File: config.mk
export PLATFORM = sky130hd
export DESIGN_NAME = sync_fifo
export DESIGN_NICKNAME = d
export VERILOG_FILES = /design/src/rtl/sync_fifo_pkg.sv /design/src/rtl/sync_fifo_mem.sv /design/src/rtl/sync_fifo.sv
export SDC_FILE = /design/constraint.sdc
export NUM_CORES = 1
export LEC_CHECK = 0
export BUFFER_PORTS_ARGS = -buffer_cell sky130_fd_sc_hd__buf_2
export CAP_MARGIN = 20
export CORE_ASPECT_RATIO = 1.2
export CORE_MARGIN = 2
export CORE_UTILIZATION = 50
export CTS_CLUSTER_SIZE = 24
export DETAILED_ROUTE_END_ITERATION = 10
export PLACE_DENSITY_LB_ADDON = 0.25
export SYNTH_ARGS = -nofsm -noshare
export SYNTH_HDL_FRONTEND = slang
export SYNTH_SLANG_ARGS = --single-unit
File: constraint.sdc
create_clock -name clk -period 2.6 [get_ports clk]
set_input_delay 0.39 -clock clk [delete_from_list [all_inputs] [get_ports clk]]
set_output_delay 0.39 -clock clk [all_outputs]
set_load 0.05 [all_outputs]
File: src/rtl/sync_fifo_pkg.sv
// Shared defaults and pointer-width helper for the sync_fifo block.
package sync_fifo_pkg;

  localparam int DEF_DATA_W = 8;
  localparam int DEF_DEPTH  = 16;

  // Pointers carry one extra wrap bit above the address bits.
  function automatic int ptr_w(input int depth);
    return $clog2(depth) + 1;
  endfunction

endpackage

File: src/rtl/sync_fifo_mem.sv
// DEPTH x DATA_W storage with a synchronous write port and a registered read port.
module sync_fifo_mem
  import sync_fifo_pkg::*;
#(
  parameter int DATA_W = DEF_DATA_W,
  parameter int DEPTH  = DEF_DEPTH,
  parameter int ADDR_W = $clog2(DEPTH)
) (
  input  logic              clk,
  input  logic              rst,
  input  logic              wr_en,
  input  logic [ADDR_W-1:0] wr_addr,
  input  logic [DATA_W-1:0] wr_data,
  input  logic              rd_en,
  input  logic [ADDR_W-1:0] rd_addr,
  output logic [DATA_W-1:0] rd_data
);

  logic [DATA_W-1:0] mem [DEPTH];

  always_ff @(posedge clk) begin
    if (wr_en) mem[wr_addr] <= wr_data;
  end

  // Output register: only this register is reset, the array is not.
  always_ff @(posedge clk) begin
    if (rst)        rd_data <= '0;
    else if (rd_en) rd_data <= mem[rd_addr];
  end

endmodule

File: src/rtl/sync_fifo.sv
// Single-clock byte FIFO with registered read data.
// Define SYNC_FIFO_COUNT_EN to add the registered fifo_count occupancy output.
module sync_fifo
  import sync_fifo_pkg::*;
#(
  parameter int DATA_W = DEF_DATA_W,
  parameter int DEPTH  = DEF_DEPTH
) (
  input  logic [DATA_W-1:0]        data_in,
  input  logic                     rst,
  input  logic                     clk,
  input  logic                     rd_en,
  input  logic                     wr_en,
  output logic                     fifo_full,
  output logic                     fifo_empty,
  output logic [DATA_W-1:0]        data_out
`ifdef SYNC_FIFO_COUNT_EN
  ,
  output logic [$clog2(DEPTH):0]   fifo_count
`endif
);

  localparam int ADDR_W = $clog2(DEPTH);
  localparam int PTR_W  = ptr_w(DEPTH);

  logic [PTR_W-1:0] wr_ptr;
  logic [PTR_W-1:0] rd_ptr;
  logic             rd_acc;
  logic             wr_acc;

  assign fifo_empty = (wr_ptr == rd_ptr);
  assign fifo_full  = (wr_ptr[ADDR_W-1:0] == rd_ptr[ADDR_W-1:0]) &&
                      (wr_ptr[ADDR_W] != rd_ptr[ADDR_W]);

  // A read frees a slot in the same cycle, so a full FIFO still takes a write alongside it.
  assign rd_acc = rd_en && !fifo_empty;
  assign wr_acc = wr_en && (!fifo_full || rd_acc);

  always_ff @(posedge clk) begin
    if (rst) begin
      wr_ptr <= '0;
      rd_ptr <= '0;
    end else begin
      if (wr_acc) wr_ptr <= wr_ptr + PTR_W'(1);
      if (rd_acc) rd_ptr <= rd_ptr + PTR_W'(1);
    end
  end

  sync_fifo_mem #(
    .DATA_W (DATA_W),
    .DEPTH  (DEPTH),
    .ADDR_W (ADDR_W)
  ) u_mem (
    .clk     (clk),
    .rst     (rst),
    .wr_en   (wr_acc),
    .wr_addr (wr_ptr[ADDR_W-1:0]),
    .wr_data (data_in),
    .rd_en   (rd_acc),
    .rd_addr (rd_ptr[ADDR_W-1:0]),
    .rd_data (data_out)
  );

`ifdef SYNC_FIFO_COUNT_EN
  always_ff @(posedge clk) begin
    if (rst) begin
      fifo_count <= '0;
    end else begin
      case ({wr_acc, rd_acc})
        2'b10:   fifo_count <= fifo_count + PTR_W'(1);
        2'b01:   fifo_count <= fifo_count - PTR_W'(1);
        default: fifo_count <= fifo_count;
      endcase
    end
  end
`else
`endif

endmodule

==> impl_metrics.env <==
export IMPL_cts_root_buf="clkbuf_16"
export IMPL_stdcell_count=531
export IMPL_dpl_hpwl_um=6890
export IMPL_rows=43
export IMPL_post_cts_setup_buffers=0
export IMPL_cp_start_kind="flop"
export IMPL_fmax_ghz=0.428
export IMPL_final_nets=378
export IMPL_cts_reportedPaths_clkPinSlew_ns=0.06
export IMPL_synth_edff_count=128
export IMPL_status="complete, no violations"
export IMPL_synth_cells=334
export IMPL_slew_viol_final=0
export IMPL_syn_area_mm2=0.00589
export IMPL_dr_pass1_iters=4
export IMPL_synthToLayoutAreaGrowth_pct=14.7
export IMPL_io_buffers=21
export IMPL_clk_latency_ns=0.41
export IMPL_layout_drive_gt1_share_pct=28.6
export IMPL_num_vias=2962
export IMPL_drt_total_wl_um=11200
export IMPL_cts_sinks=146
export IMPL_synthArstFlopShare_pct=0
export IMPL_worstMarginPinSlew_ns=0.838
export IMPL_ir_worst_vdd_uv=426
export IMPL_leakage_nw=2.25
export IMPL_ys_warnings_count=0
export IMPL_synth_cell_types=33
export IMPL_yosysTopAreaCellShare_pct=65.2
export IMPL_numCtsBuffers=17
export IMPL_grt_pass1_vias=2939
export IMPL_avgRoutedWirePerCell_um=21.1
export IMPL_comb_power_share_pct=11.8
export IMPL_timing_final_crit_period_ns=2.34
export IMPL_cts_max_path_buffers=2
export IMPL_synthFlopType="edfxtp_1"
export IMPL_grt_max_degree=53
export IMPL_intPower_mw=4.45
export IMPL_antenna_cells=0
export IMPL_crit_required_ns=2.21
export IMPL_worstSetupPathType="flop to primary output"
export IMPL_grt_setup_unrepaired="false"
export IMPL_syn_nets=351
export IMPL_die_h_um=123
export IMPL_hold_violations=0
export IMPL_gp_congestion=0.777
export IMPL_via_per_inst=5.58
export IMPL_ys_top_cells_by_area="edfxtp_1 65%, mux4_2 9.2%, dfxtp_1 6.1%"
export IMPL_drc=0
export IMPL_yosys_area_top_type="edfxtp_1"
export IMPL_ys_seq_area_share_pct=71.3
export IMPL_fin_tns_setup_ns=0
export IMPL_core_area_mm2=0.0115
export IMPL_start_util_pct=51.2
export IMPL_antenna_found_initial=0
export IMPL_power_frac_clock_pct=42.9
export IMPL_maxCapViolations=0
export IMPL_skew_ns=0.00517
export IMPL_fin_crit_sh_pct=90.0
export IMPL_final_antenna_net_count=0
export IMPL_initialDrtViolationCount=140
export IMPL_hold_buffers=0
export IMPL_setup_violations_final=0
export IMPL_cp_end_kind="primary output"
export IMPL_ys_ff_latch=146
export IMPL_hp_class="primary input to flop"
export IMPL_slew_headroom_pct=43.8
export IMPL_whs_ns=0.370
export IMPL_avgSynthCellArea_um2=17.6
export IMPL_cts_tree="yes"
export IMPL_globalRouteOverflowTotal=0
export IMPL_io_pins=22
export IMPL_cts_resized=0
export IMPL_p_seq_share_pct=45.2
export IMPL_grt_first_pass_wirelength_um=17300
export IMPL_worstPathMaxFanout=10
export IMPL_grt_use_total_pct=19.5
export IMPL_htreeDepth=4
export IMPL_powerDensity_mw_per_mm2=864
export IMPL_dieArea_mm2=0.0127
export IMPL_worstPathArrival_ns=1.95
export IMPL_die_w_um=103
export IMPL_p_switching_mw=1.39
export IMPL_dpl_cell_count=499
export IMPL_switching_share_pct=23.8
-- cells by family after synthesis --
group | after synthesis | synth area share, %
DFF | 146 | 71.3
adders and majority gates | 5 | 1.06
xor gates and xnor gates | 10 | 1.49
muxes | 44 | 13.0
and+or+nand+nor | 67 | 6.30
buffers and inverters | 23 | 2.29
AOI/OAI and AO/OA | 39 | 4.52
-- sequential cells by signal, indices dropped and copies added, names as in the netlist --
signal	count
u_mem.rd_data	8
rd_ptr	5
wr_ptr	5
u_mem.mem	128
-- power by group through the flow --
stage | registers (mW) | logic, mW | clock network (mW)
floorplan | 2.79 | 0.413 | 0
global placement | 2.69 | 0.689 | 0
detailed placement | 2.69 | 0.697 | 0
CTS | 2.64 | 0.699 | 2.54
global route | 2.65 | 0.746 | 2.65
finish | 2.64 | 0.691 | 2.51
-- metrics by stage --
| stage | total power [mW] | worst slack [ns] | util, % | cell area, um^2 |
|---|---|---|---|---|
| after floorplan | 3.20 | 0.485 | - | 5890 |
| after global placement | 3.38 | 0.373 | 53.4 | 6140 |
| after detailed placement | 3.39 | 0.325 | 53.4 | 6140 |
| after CTS | 5.88 | 0.232 | 58.7 | 6760 |
| after global routing | 6.04 | 0.0622 | 58.7 | 6760 |
| final | 5.84 | 0.261 | 58.7 | 6760 |
-- cell type report --
class | count | area (um^2)
Fill cell | 905 | 4750
Sequential cell | 146 | 4210
Multi-Input combinational cell | 165 | 1560
Clock buffer | 17 | 425
Tap cell | 157 | 196
Clock inverter | 15 | 190
Timing Repair Buffer | 29 | 178
Inverter | 2 | 7.51
-- cell usage in the layout (no fill, tap or decap), types with 2 or more instances in the layout --
| cell type | Yosys | routed |
|---|---|---|
| buf_4 | 1 | 7 |
| nor3_1 | 9 | 9 |
| nor2_1 | 20 | 20 |
| a21boi_2 | 2 | 2 |
| clkinv_1 | 0 | 3 |
| o22ai_1 | 8 | 8 |
| a211oi_1 | 17 | 17 |
| mux2_2 | 17 | 17 |
| nand2_1 | 3 | 3 |
| edfxtp_1 | 128 | 128 |
| nor2b_1 | 14 | 14 |
| xnor2_1 | 5 | 5 |
| buf_2 | 9 | 21 |
| mux4_2 | 24 | 24 |
| nand2b_1 | 2 | 2 |
| a21oi_1 | 10 | 10 |
| clkbuf_16 | 0 | 17 |
| clkinvlp_4 | 0 | 3 |
| clkinv_2 | 0 | 2 |
| bufinv_16 | 0 | 4 |
| xor2_1 | 5 | 5 |
| and3_1 | 12 | 12 |
| dfxtp_2 | 0 | 2 |
| ha_1 | 5 | 5 |
| nand4_1 | 2 | 2 |
| dfxtp_1 | 18 | 16 |
| inv_1 | 2 | 2 |
| mux2i_1 | 2 | 2 |
| clkinv_4 | 0 | 2 |
| and2_1 | 2 | 2 |
-- per-layer routing --
| layer | vias up | routed length (um) | global-route usage (%) |
|---|---|---|---|
| met1 | 1506 | 5160 | 27.8 |
| met3 | 14 | 460 | 5.54 |
| li1 | 1376 | - | - |
| met2 | 66 | 5350 | 29.0 |
| met5 | - | 0 | 0 |
| met4 | 0 | 213 | 6.74 |
-- path summary, 6_finish.rpt --
kind	start	to	slack (ns)	cells after the start
max	wr_ptr[2]$_SDFFE_PP0P_	fifo_full	0.26	4
min	rst	wr_ptr[2]$_SDFFE_PP0P_	0.37	2
max reg2reg	wr_ptr[2]$_SDFFE_PP0P_	rd_ptr[3]$_SDFFE_PP0P_	0.34	5
min reg2reg	u_mem.rd_data[4]$_SDFFE_PP0P_	u_mem.rd_data[4]$_SDFFE_PP0P_	0.49	2
-- synthesized netlist by cell type, types with 3 or more instances --
master / instances
edfxtp_1: 128
mux4_2: 24
nor2_1: 20
dfxtp_1: 18
a211oi_1: 17
mux2_2: 17
nor2b_1: 14
and3_1: 12
a21oi_1: 10
buf_2: 9
nor3_1: 9
o22ai_1: 8
clkbuf_1: 6
ha_1: 5
xnor2_1: 5
xor2_1: 5
buf_6: 3
nand2_1: 3
-- critical path, cell delays in order, from the launching register on --
cell,delay [ns]
dfxtp_1,0.50
xor2_1,0.15
nor4_4,0.41
nor2b_1,0.20
buf_2,0.27
Note: power is estimated with default switching activity, not from simulation.
